--- src/rtl/nf10_axis_stream_monitor.sv ---
// AXI4-Stream sink/monitor: packet/beat/byte counters, first-beat tuser capture,
// activity stretch and protocol checker. Define NF10_AXIS_MONITOR_BACKPRESSURE_EN for LFSR backpressure.
module nf10_axis_stream_monitor #(
  parameter int          C_S_AXIS_DATA_WIDTH  = 256,
  parameter int          C_S_AXIS_TUSER_WIDTH = 128,
  parameter int          C_COUNTER_WIDTH      = 32,
  parameter int          C_ACTIVITY_HOLD      = 16,
  parameter logic [15:0] C_LFSR_SEED          = 16'hACE1
) (
  input  logic                              aclk,
  input  logic                              reset,
  input  logic [C_S_AXIS_DATA_WIDTH-1:0]    s_axis_tdata,
  input  logic [C_S_AXIS_DATA_WIDTH/8-1:0]  s_axis_tstrb,
  input  logic [C_S_AXIS_TUSER_WIDTH-1:0]   s_axis_tuser,
  input  logic                              s_axis_tvalid,
  output logic                              s_axis_tready,
  input  logic                              s_axis_tlast,
  input  logic                              clear,
  output logic [C_COUNTER_WIDTH-1:0]        pkt_count,
  output logic [C_COUNTER_WIDTH-1:0]        beat_count,
  output logic [C_COUNTER_WIDTH-1:0]        byte_count,
  output logic [C_S_AXIS_TUSER_WIDTH-1:0]   last_tuser,
  output logic                              in_packet,
  output logic                              activity_rec,
  output logic [1:0]                        proto_err
);
  localparam int SW  = C_S_AXIS_DATA_WIDTH / 8;
  localparam int PW  = $clog2(SW + 1);
  localparam int AW  = ((C_COUNTER_WIDTH > PW) ? C_COUNTER_WIDTH : PW) + 1;
  localparam int HW  = $clog2(C_ACTIVITY_HOLD + 1);
  localparam int PLW = C_S_AXIS_DATA_WIDTH + SW + C_S_AXIS_TUSER_WIDTH + 1;
  localparam logic [C_COUNTER_WIDTH-1:0] CMAX = '1;

  typedef enum logic {IDLE, IN_PKT} state_t;

  logic                       acc;
  logic [PW-1:0]              strb_ones;
  logic [C_COUNTER_WIDTH-1:0] pkt_base, beat_base, byte_base;
  logic [AW-1:0]              byte_sum;
  logic [HW-1:0]              hold;
  logic [PLW-1:0]             payload, held;
  logic                       pend;
  logic [1:0]                 err_now;
  state_t                     state;

  assign acc = s_axis_tvalid & s_axis_tready;

  always_comb begin
    strb_ones = '0;
    for (int i = 0; i < SW; i++) strb_ones = strb_ones + PW'(s_axis_tstrb[i]);
  end

  // clear rebases the counters so a coincident beat lands on zero
  assign pkt_base  = clear ? '0 : pkt_count;
  assign beat_base = clear ? '0 : beat_count;
  assign byte_base = clear ? '0 : byte_count;
  assign byte_sum  = AW'(byte_base) + AW'(strb_ones);

  function automatic logic [C_COUNTER_WIDTH-1:0] sat_inc(input logic [C_COUNTER_WIDTH-1:0] v);
    return (v == CMAX) ? v : v + 1'b1;
  endfunction

  always_ff @(posedge aclk or posedge reset) begin
    if (reset) begin
      pkt_count  <= '0;
      beat_count <= '0;
      byte_count <= '0;
    end else begin
      pkt_count  <= (acc && s_axis_tlast) ? sat_inc(pkt_base) : pkt_base;
      beat_count <= acc ? sat_inc(beat_base) : beat_base;
      if (acc)
        byte_count <= (byte_sum > AW'(CMAX)) ? CMAX : byte_sum[C_COUNTER_WIDTH-1:0];
      else
        byte_count <= byte_base;
    end
  end

  always_ff @(posedge aclk or posedge reset) begin
    if (reset) begin
      state      <= IDLE;
      in_packet  <= 1'b0;
      last_tuser <= '0;
    end else if (acc) begin
      case (state)
        IDLE: begin
          last_tuser <= s_axis_tuser;
          if (!s_axis_tlast) begin
            state     <= IN_PKT;
            in_packet <= 1'b1;
          end
        end
        IN_PKT: begin
          if (s_axis_tlast) begin
            state     <= IDLE;
            in_packet <= 1'b0;
          end
        end
        default: begin
          state     <= IDLE;
          in_packet <= 1'b0;
        end
      endcase
    end
  end

  always_ff @(posedge aclk or posedge reset) begin
    if (reset)    hold <= '0;
    else if (acc) hold <= HW'(C_ACTIVITY_HOLD);
    else if (hold != '0) hold <= hold - HW'(1);
  end
  assign activity_rec = (hold != '0);

  // A beat offered but not taken must come back unchanged and still valid
  assign payload = {s_axis_tdata, s_axis_tstrb, s_axis_tuser, s_axis_tlast};
  assign err_now = {pend & (payload != held), pend & ~s_axis_tvalid};

  always_ff @(posedge aclk or posedge reset) begin
    if (reset) begin
      pend      <= 1'b0;
      held      <= '0;
      proto_err <= 2'b00;
    end else begin
      pend      <= s_axis_tvalid & ~s_axis_tready;
      held      <= payload;
      proto_err <= (clear ? 2'b00 : proto_err) | err_now;
    end
  end

`ifdef NF10_AXIS_MONITOR_BACKPRESSURE_EN
  logic [15:0] lfsr;
  always_ff @(posedge aclk or posedge reset) begin
    if (reset) begin
      lfsr          <= C_LFSR_SEED;
      s_axis_tready <= 1'b0;
    end else begin
      lfsr          <= {lfsr[14:0], lfsr[15] ^ lfsr[13] ^ lfsr[12] ^ lfsr[10]};
      s_axis_tready <= lfsr[0] | lfsr[1];
    end
  end
`else
  always_ff @(posedge aclk or posedge reset) begin
    if (reset) s_axis_tready <= 1'b0;
    else       s_axis_tready <= 1'b1;
  end
`endif

endmodule

--- config.mk ---
export PLATFORM = sky130hd
export DESIGN_NAME = nf10_axis_stream_monitor
export DESIGN_NICKNAME = d
export VERILOG_FILES = /design/src/rtl/nf10_axis_stream_monitor.sv
export SDC_FILE = /design/constraint.sdc
export NUM_CORES = 1
export LEC_CHECK = 0
export BUFFER_PORTS_ARGS = -buffer_cell sky130_fd_sc_hd__clkbuf_2
export CORE_AREA = 2 2 252 254
export DETAILED_ROUTE_END_ITERATION = 10
export DIE_AREA = 0 0 254 256
export GPL_TIMING_DRIVEN = 0
export PLACE_DENSITY = 0.73
export SYNTH_ARGS = -nofsm -noshare
export SYNTH_HDL_FRONTEND = slang
export SYNTH_SLANG_ARGS = --single-unit
--- constraint.sdc ---
create_clock -name aclk -period 21.5 [get_ports aclk]
set_input_delay 1.075 -clock aclk [delete_from_list [all_inputs] [get_ports aclk]]
set_output_delay 1.075 -clock aclk [all_outputs]
set_load 0.005 [all_outputs]
==> out/results.ini, run 1 <==
[die]
die_w_um=254
rows=92
ios=650
die_h_um=256
start_util_pct=42.3
dieArea_um2=65000
core_area_um2=62400

[synth]
ys.flop_type=dfrtp_1
synth_edf_count=0
ys_warn_count=0
synth.distinct_cells=69
synth-seq-area-share_pct=61.8
synthesis.nets=2458
syn_area_um2=26400
synth_seq_cells=652
synthCells=1992
syn_area_per_cell_um2=13.2
synthArstFlopShare_pct=100

[placement]
portBuffers=649
dp_hpwl_um=63700
dpl.cell_count=3492
place_area_um2=30800
globalplace.congestion=0.913
dpl_worst_slack_ns=12.69

[clock_network]
root_buffer=clkbuf_16
cts_buffers=73
post_cts_buffers=0
htreeDepth=3
clk_pin_slew_ns=0.06
numClockSinks=652
clk-insertion-delay-late_ns=0.63
cts_resized=0
hold_buffers=0
cts_tree=done
cts.path.max_buffers=3

[timing]
max_freq_mhz=121
min_period_over_period_pct=38.5
relSlewSlack_pct=6.58
final_max_slew_viol_count=0
tightest_slew_ns=1.40
finalSetupViolCount=0
rsz0062_at_grt=no
worst_slack_ns=13.22
fin_crit_ns=8.28
timing.setup.tns_ns=0
hold_viol=0
finalClockSkew_ns=0.0272

[routing]
drt-total-wl_um=81900
drt_iter0_markers=1092
vias=18500
vias_per_cell=5.08
highest_layer=met5
drc=0
first_pass_iters=5
wl_per_cell_um=22.5
drtAntennaViolNets=0
met1Wirelength_um=31000
wl_met3_um=6430
wl_met2_um=40100

[worst_hold_path]
hold_class=reg2reg
whs_path_depth=1
whs_endpoint=hold[4]
hold_start=hold[4]

[setup_path]
r2r_slack_ns=15.53
crit_required_ns=22.03
r2r-end=byte_count[29]
crit_fanout=10
rr_startpoint=byte_count[0]
crit_type=in2reg
crit_arrival_ns=8.82
critPathCaptureType=flop
cp-start-kind=input pin
reg2reg_depth=16

[final_layout]
nNetsFinal=3187
final_core_util_pct=53.6
fin_cells=3646
area_growth_syn_to_layout_pct=26.7
fillers=5257
drive_above_1_share_pct=33.1
stdcell_area_um2=33400

[global_route]
grt_pass1_vias=20100
grt_max_degree=139
grt_overflow_total=0
grt_pass1_wl_um=122000
antenna_found_initial=21
grt_usage_pct=25.1

[pwr]
power_leakage_uw=0.0155
ir_drop_mv=0.0755
power_density_nw_per_um2=99.0

[run]
drv_cap=0

[outcome]
status=finished clean

layout by cell type, fill, tap and decap left out, drive strengths merged, types with 26 or more instances in the layout:
cell type    n
xor2       203
a21oi       28
xnor2      244
clkbuf     780
inv        114
nand2       60
nand3       35
nor2b       33
dfrtp      652
nor4        69
fa          26
o21ai       41
mux2       117
nand4       88
nor2        68
report_power, final:
part	switching [µW]	internal, µW
combinational	347	272
clock	528	774
sequential	56.5	1330
state kept, by name (all words and copies together), names as in the netlist:
register / count
beat_count: 32
byte_count: 32
held: 417
hold: 5
in_packet: 1
last_tuser: 128
pend: 1
pkt_count: 32
proto_err: 2
s_axis_tready: 1
state: 1
synth_stat cells, types with 5 or more instances:
cell type	n	area (µm²)
nor2b_1	33	206
ha_1	19	238
inv_1	107	402
a221oi_1	7	61.3
and3_1	10	62.6
nand2b_1	13	81.3
o21ai_0	35	175
clkbuf_1	32	120
nor2_1	67	251
o21ai_1	6	30.0
xor2_1	203	1780
a21oi_1	27	135
o22ai_1	13	81.3
a211oi_1	8	60.1
a2111oi_0	6	52.6
and4_1	7	61.3
nor3_1	20	100
nand4_1	87	544
nor4_1	64	400
nand3_1	35	175
mux2_2	117	1320
or3_1	11	68.8
o2bb2ai_1	10	87.6
nand2_1	60	225
xnor2_1	244	2140
o221ai_1	5	43.8
fa_1	26	521
dfrtp_1	652	16300
cells by family (layout without fill, tap and decap cells):
kind of cell / after synthesis / after routing / synth area share (%)
and+or+nand+nor: 439 / 439 / 9.47
muxes: 118 / 118 / 5.03
AOI/OAI and AO/OA: 148 / 148 / 3.93
DFF: 652 / 652 / 61.8
other: 1 / 20 / 0.0142
adders and majority gates: 45 / 45 / 2.87
buffers and inverters: 142 / 931 / 2.02
xor gates and xnor gates: 447 / 447 / 14.8
how the worst max path moves through the flow:
| stage | from | to | cells after the start |
|---|---|---|---|
| floorplan | reset | beat_count[0] | 1 |
| finish | clear | byte_count[29] | 20 |
| global placement | reset | last_tuser[20] | 2 |
| global route | clear | byte_count[13] | 20 |
| CTS | clear | byte_count[29] | 20 |
| detailed placement | clear | byte_count[29] | 20 |
critical path, cell delays in order:
cell      delay [ns]
clkbuf_2        0.22
buf_2           0.35
buf_1           0.87
clkbuf_1        0.67
nand2b_1        0.25
fa_1            0.48
fa_1            0.55
fa_1            0.45
fa_1            0.53
fa_1            0.48
fa_1            0.47
fa_1            0.42
nand2b_1        0.16
a21oi_1         0.18
o21ai_0         0.25
a21o_1          0.33
nor2_2          0.26
nand2_1         0.29
clkbuf_1        0.34
o21ai_1         0.16
per-layer routing:
metal	vias to the layer above	track usage [%]
met5	-	0
met4	8	13.6
met3	201	7.10
met2	695	42.0
met1	9312	29.1
li1	8308	-
area by class of cell:
type                            count  area, µm²  area share (%)
Timing Repair Buffer              654       3390            10.1
Clock inverter                     36        475            1.42
Clock buffer                       99       2080            6.21
Buffer                             35        138           0.412
Inverter                          107        409            1.22
Antenna cell                       19       47.5           0.142
Multi-Input combinational cell   1198       9540            28.5
Sequential cell                   652      16300            48.8
Tap cell                          846       1060            3.16
through the flow:
stage          hold slack [ns]  total power [µW]
3_3_place_gp             0.455              2000
5_1_grt                  0.513              3470
2_1_floorplan            0.443              1760
4_1_cts                  0.486              3340
6_report                 0.488              3310
3_5_place_dp             0.476              2030
(Power assumes the default switching activity.)
==> run 2: changes to the inputs <==
--- a/config.mk
+++ b/config.mk
@@ -10,7 +10,7 @@
 export DETAILED_ROUTE_END_ITERATION = 10
 export DIE_AREA = 0 0 254 256
 export GPL_TIMING_DRIVEN = 0
-export PLACE_DENSITY = 0.73
+export PLACE_DENSITY = 0.75
 export SYNTH_ARGS = -nofsm -noshare
 export SYNTH_HDL_FRONTEND = slang
 export SYNTH_SLANG_ARGS = --single-unit
==> constraint.sdc (replaced) <==
create_clock -name aclk -period 7.46 [get_ports aclk]
set_input_delay 0.373 -clock aclk [delete_from_list [all_inputs] [get_ports aclk]]
set_output_delay 0.373 -clock aclk [all_outputs]
set_load 0.005 [all_outputs]
==> run 2 against run 1 <==
  * Combinational power rose to 3.3 times the previous value
  * Register-to-register slack worse by 14 ns
  * Non-clock buffer count is 426 higher
  * Power rose to 2.9 times the previous value
  * Critical path type unchanged
  * Largest cell class unchanged
==> out/results.ini, run 2 (synthesis gave the netlist of run 1 again) <==
[clock_network]
root_buffer=clkbuf_16
htreeDepth=3
clk-insertion-delay-late_ns=0.63
cts.path.max_buffers=3
numClockSinks=652
post_cts_buffers=0
clk_pin_slew_ns=0.05
cts_tree=done
cts_buffers=71

[final_layout]
seq_area_um2=16300
fillers=4594
largest_reg_flops=417
multi_input_area_um2=9540
final_core_util_pct=60.4
nNetsFinal=3611
top_regs=held x417, last_tuser x128
layout_common_cells=656 x clkbuf_2, 652 x dfrtp_1, 416 x dlygate4sd3_1
area_growth_syn_to_layout_pct=42.7
regMostFlops=held
final_common_cell=clkbuf_2
drive_above_1_share_pct=28.7

[pwr]
p_switching_uw=2840
ir_drop_mv=0.263
switching_share_pct=29.2
power_density_nw_per_um2=258
p_int_uw=6890
power_leakage_uw=0.0172
power.share.sequential_pct=41.5
pwr-share-comb_pct=21.1
clock_power_share_pct=37.4

[routing]
drt_iter0_markers=1615
drc=0
first_pass_iters=7
drt-total-wl_um=99800
vias_per_cell=5.27
drtAntennaViolNets=0
vias=21500
wl_per_cell_um=24.5

[setup_path]
crit_type=in2reg
crit_required_ns=7.97
crit_arrival_ns=7.33
slowest_stage=clkbuf_1
path_buf_inv=4
cp-start-kind=input pin
cp_top_family=adder cells
crit_path_cell_trace=clkbuf_2 -> buf_2 -> clkbuf_1 -> nand2b_1 -> fa_1 -> fa_1 -> fa_1 -> fa_1 -> fa_1 -> fa_1 -> fa_1 -> nand2b_1 -> a21oi_1 -> o21ai_0 -> a21o_1 -> nor2_2 -> nand2_1 -> clkbuf_1 -> o21ai_0
critPathCaptureType=flop
cp_common_cell=fa_1
cp_slowest_stage_delay_ns=0.60
crit_fanout=19

[placement]
globalplace.congestion=0.910
portBuffers=649
dp_hpwl_um=64600

[global_route]
grt_max_degree=49
grt_pass1_vias=23900
grt_usage_pct=30.2
antenna_found_initial=33
grt_pass1_wl_um=146000
grt_overflow_total=0

[die]
core_area_um2=62400
start_util_pct=42.3
rows=92
die_w_um=254
dieArea_um2=65000
die_h_um=256
ios=650

[timing]
relSlewSlack_pct=4.31
fin_crit_ns=6.83
tightest_slew_ns=1.44
max_freq_mhz=146
final_max_slew_viol_count=0
timing.setup.tns_ns=0
finalSetupViolCount=0
rsz0062_at_grt=no
finalClockSkew_ns=0.0480
min_period_over_period_pct=91.5
hold_viol=0

[run]
drv_cap=0

[worst_hold_path]
hold_class=in2reg

[outcome]
status=finished clean

==> run 2: final timing paths <==
check / from / to / slack, ns / cells after the start
min in group asynchronous: reset / held[380] / 0.46 / 3
worst min-delay path: s_axis_tuser[108] / held[109] / 0.04 / 1
worst max-delay path: clear / byte_count[19] / 0.63 / 19
worst max register to register: byte_count[0] / byte_count[19] / 1.48 / 16
max in group asynchronous: reset / held[133] / 4.66 / 10
worst min register to register: hold[4] / hold[4] / 0.49 / 1
==> run 2: layer usage <==
layer  global-route usage [%]  wire, µm  up-vias
met5                        0        37        -
li1                         -         -     9134
met2                     50.4     48500     1185
met4                     20.3      7120        6
met1                     33.5     35800    10700
met3                     8.53      8390      424
==> run 2: what timing repair did <==
item	in CTS	in global routing
resized for setup	0	0
setup endpoints to repair	0	11
hold buffers	415	1
endpoints found under the hold margin	457	1
==> run 2: metrics by stage <==
stage | setup WS [ns] | total power, µW | hold WS (ns) | std cells | cell area, µm²
floorplan | -1.82 | 5070 | 0.404 | 1992 | 26400
global placement | -4.93 | 5770 | 0.453 | 3487 | 30700
detailed placement | -0.561 | 5850 | 0.470 | 3503 | 31000
CTS | 0.0463 | 9630 | 0.0210 | 4041 | 37600
global route | 0.231 | 10100 | 0.0425 | 4067 | 37700
finish | 0.633 | 9730 | 0.0447 | 4071 | 37700
==> run 2: power groups by stage <==
stage	Sequential (µW)	Combinational, µW	Clock, µW
2_1_floorplan	4060	1010	0
3_3_place_gp	4060	1720	0
3_5_place_dp	4070	1790	0
4_1_cts	4010	1990	3630
5_1_grt	4050	2240	3840
6_report	4030	2050	3640
==> run 2: area by class of cell <==
class                   instances  share of cell area (%)
well taps                     846                    2.81
inverters                     107                    1.08
multi-input cells            1198                    25.3
plain buffers                  34                   0.365
diodes                         30                   0.199
flip-flops and latches        652                    43.3
repair buffers               1081                    20.5
clock buffers                 104                    5.47
clock inverters                19                   0.894
==> run 3: changes to the inputs <==
--- a/config.mk
+++ b/config.mk
@@ -6,6 +6,7 @@
 export NUM_CORES = 1
 export LEC_CHECK = 0
 export BUFFER_PORTS_ARGS = -buffer_cell sky130_fd_sc_hd__clkbuf_2
+export CAP_MARGIN = 20
 export CORE_AREA = 2 2 252 254
 export DETAILED_ROUTE_END_ITERATION = 10
 export DIE_AREA = 0 0 254 256
==> constraint.sdc (replaced) <==
create_clock -name aclk -period 5.45 [get_ports aclk]
set_input_delay 0.2725 -clock aclk [delete_from_list [all_inputs] [get_ports aclk]]
set_output_delay 0.2725 -clock aclk [all_outputs]
set_load 0.005 [all_outputs]
==> run 3 against run 2 <==
  * Critical path depth up 1
  * Sequential power up 37%
  * Highest routed layer unchanged
  * Cell area up 0.58%
  * Global-route usage down 0.44 points
  * Largest power group unchanged
==> out/results.ini, run 3 (synthesis gave the netlist of run 1 again) <==
[timing]
finalClockSkew_ns=0.0468
hold_viol=0
tightest_slew_ns=1.04
finalSetupViolCount=0
max_freq_mhz=189
min_period_over_period_pct=97.0
final_max_slew_viol_count=0
relSlewSlack_pct=30.8
fin_crit_ns=5.29
whs_ns=0.122
rsz0062_at_grt=no
timing.setup.tns_ns=0

[setup_path]
reg2reg_depth=16
r2r-end=byte_count[26]
crit_fanout=10
crit_required_ns=5.94
cp-start-kind=input pin
crit_type=in2reg
crit_arrival_ns=5.77
rr_startpoint=byte_count[0]
critPathCaptureType=flop
r2r_slack_ns=0.26

[routing]
drtAntennaViolNets=0
drt-total-wl_um=98100
vias_per_cell=5.27
vias=21500
drc=0
drt_iter0_markers=1459
wl_per_cell_um=24.0
first_pass_iters=5

[clock_network]
clk-insertion-delay-late_ns=0.63
root_buffer=clkbuf_16
numClockSinks=652
cts_tree=done
cts_buffers=71
htreeDepth=3
cts.path.max_buffers=3
clk_pin_slew_ns=0.06

[final_layout]
layout_common_cells=652 x dfrtp_1, 651 x clkbuf_2, 418 x dlygate4sd3_1
largest_reg_flops=417
drive_above_1_share_pct=29.8
regMostFlops=held
area_growth_syn_to_layout_pct=43.5
stdcell_area_um2=37900
final_common_cell=dfrtp_1
top_regs=held x417, last_tuser x128
nNetsFinal=3625
fin_cells=4083

[global_route]
use_met3_pct=8.60
grt_usage_pct=29.8
use_met1_pct=32.9
grt_pass1_vias=23600
antenna_found_initial=31
grt_pass1_wl_um=144000
busiest_layer=met2
grt_max_degree=48
grt_overflow_total=0
grt_use_met2_pct=49.5

[pwr]
power_leakage_uw=0.0173
power_density_nw_per_um2=350
ir_drop_mv=0.393

[outcome]
status=finished clean

[worst_hold_path]
hold_class=in2reg
whs_path_depth=2
whs_endpoint=held[159]
hold_start=s_axis_tstrb[30]

[die]
die_w_um=254
start_util_pct=42.3
dieArea_um2=65000
die_h_um=256
rows=92
ios=650
core_area_um2=62400

[placement]
dpl.cell_count=3510
portBuffers=649
dp_hpwl_um=65800
globalplace.congestion=0.922
place_area_um2=31100

[run]
drv_cap=0

==> run 3: cell types whose count changed in the layout (fill, tap and decap cells not counted), sizes merged <==
cell,before,now
clkbuf,785,771
diode,30,28
inv,108,107
clkinv,11,25
dlymetal6s4s,0,1
dlygate4sd3,416,418
buf,18,31
bufinv,5,2
clkinvlp,2,4
==> run 3: timing repair <==
action                                  CTS  global route
endpoints found under the setup margin   32            28
pin swaps                                 1             2
hold endpoints to repair                573             0
hold buffers                            419             0
gates resized for setup                  20            19
buffers inserted                          2             0
==> run 3: stage by stage <==
| step | worst slack (ns) | utilization, % | power (µW) |
|---|---|---|---|
| 2_1_floorplan | -3.73 | - | 6940 |
| 3_3_place_gp | -6.73 | 49.2 | 7880 |
| 3_5_place_dp | -1.55 | 49.9 | 8030 |
| 4_1_cts | 0.00318 | 60.5 | 13100 |
| 5_1_grt | 0.0203 | 60.7 | 13800 |
| 6_report | 0.164 | 60.7 | 13300 |
==> run 3: worst max path at each step <==
stage                      from        endpoint  slack [ns]  depth (start not counted)
after floorplan           reset   beat_count[0]       -3.73                          1
after global placement    reset       held[258]       -6.73                          2
after detailed placement  clear  byte_count[19]       -1.55                         20
after CTS                 clear  byte_count[23]       0.003                         20
after global routing      clear  byte_count[30]        0.02                         19
final                     clear  byte_count[26]        0.16                         20
==> run 3: area by class of cell <==
type | instances | area [µm²]
antenna | 28 | 70.1
buffer | 35 | 176
clock buffer | 92 | 2000
clock inverter | 31 | 328
fill | 4519 | 24500
inverter | 107 | 409
multi-input combinational | 1198 | 9620
sequential | 652 | 16300
tap | 846 | 1060
timing repair buffer | 1094 | 7910
==> run 3: worst max-delay path, cell delays in order <==
cell      delay [ns]
clkbuf_4        0.19
buf_6           0.19
buf_8           0.18
clkbuf_8        0.21
nand2b_4        0.16
fa_1            0.46
fa_1            0.55
fa_1            0.45
fa_1            0.55
fa_2            0.49
fa_2            0.39
fa_1            0.40
nand2b_1        0.17
a21oi_2         0.17
o21ai_2         0.13
a21o_4          0.26
nor2_4          0.14
buf_4           0.16
and3b_1         0.15
mux2i_1         0.06
==> run 3: report_power, final <==
part | total [µW] | leakage [µW] | switching [µW] | internal [µW]
logic | 2930 | 0.00833 | 1590 | 1340
clock network | 4820 | 0.00115 | 2100 | 2710
registers | 5510 | 0.00783 | 258 | 5260
total | 13300 | 0.0173 | 3950 | 9310
==> run 3: layer usage <==
metal | share of wire [%] | vias to the layer above | wire length [µm]
met3 | 8.3 | 425 | 8160
met1 | 36 | 10800 | 35000
met2 | 49 | 1132 | 47900
met5 | 0.042 | - | 41
met4 | 7.1 | 6 | 6940
li1 | - | 9191 | -
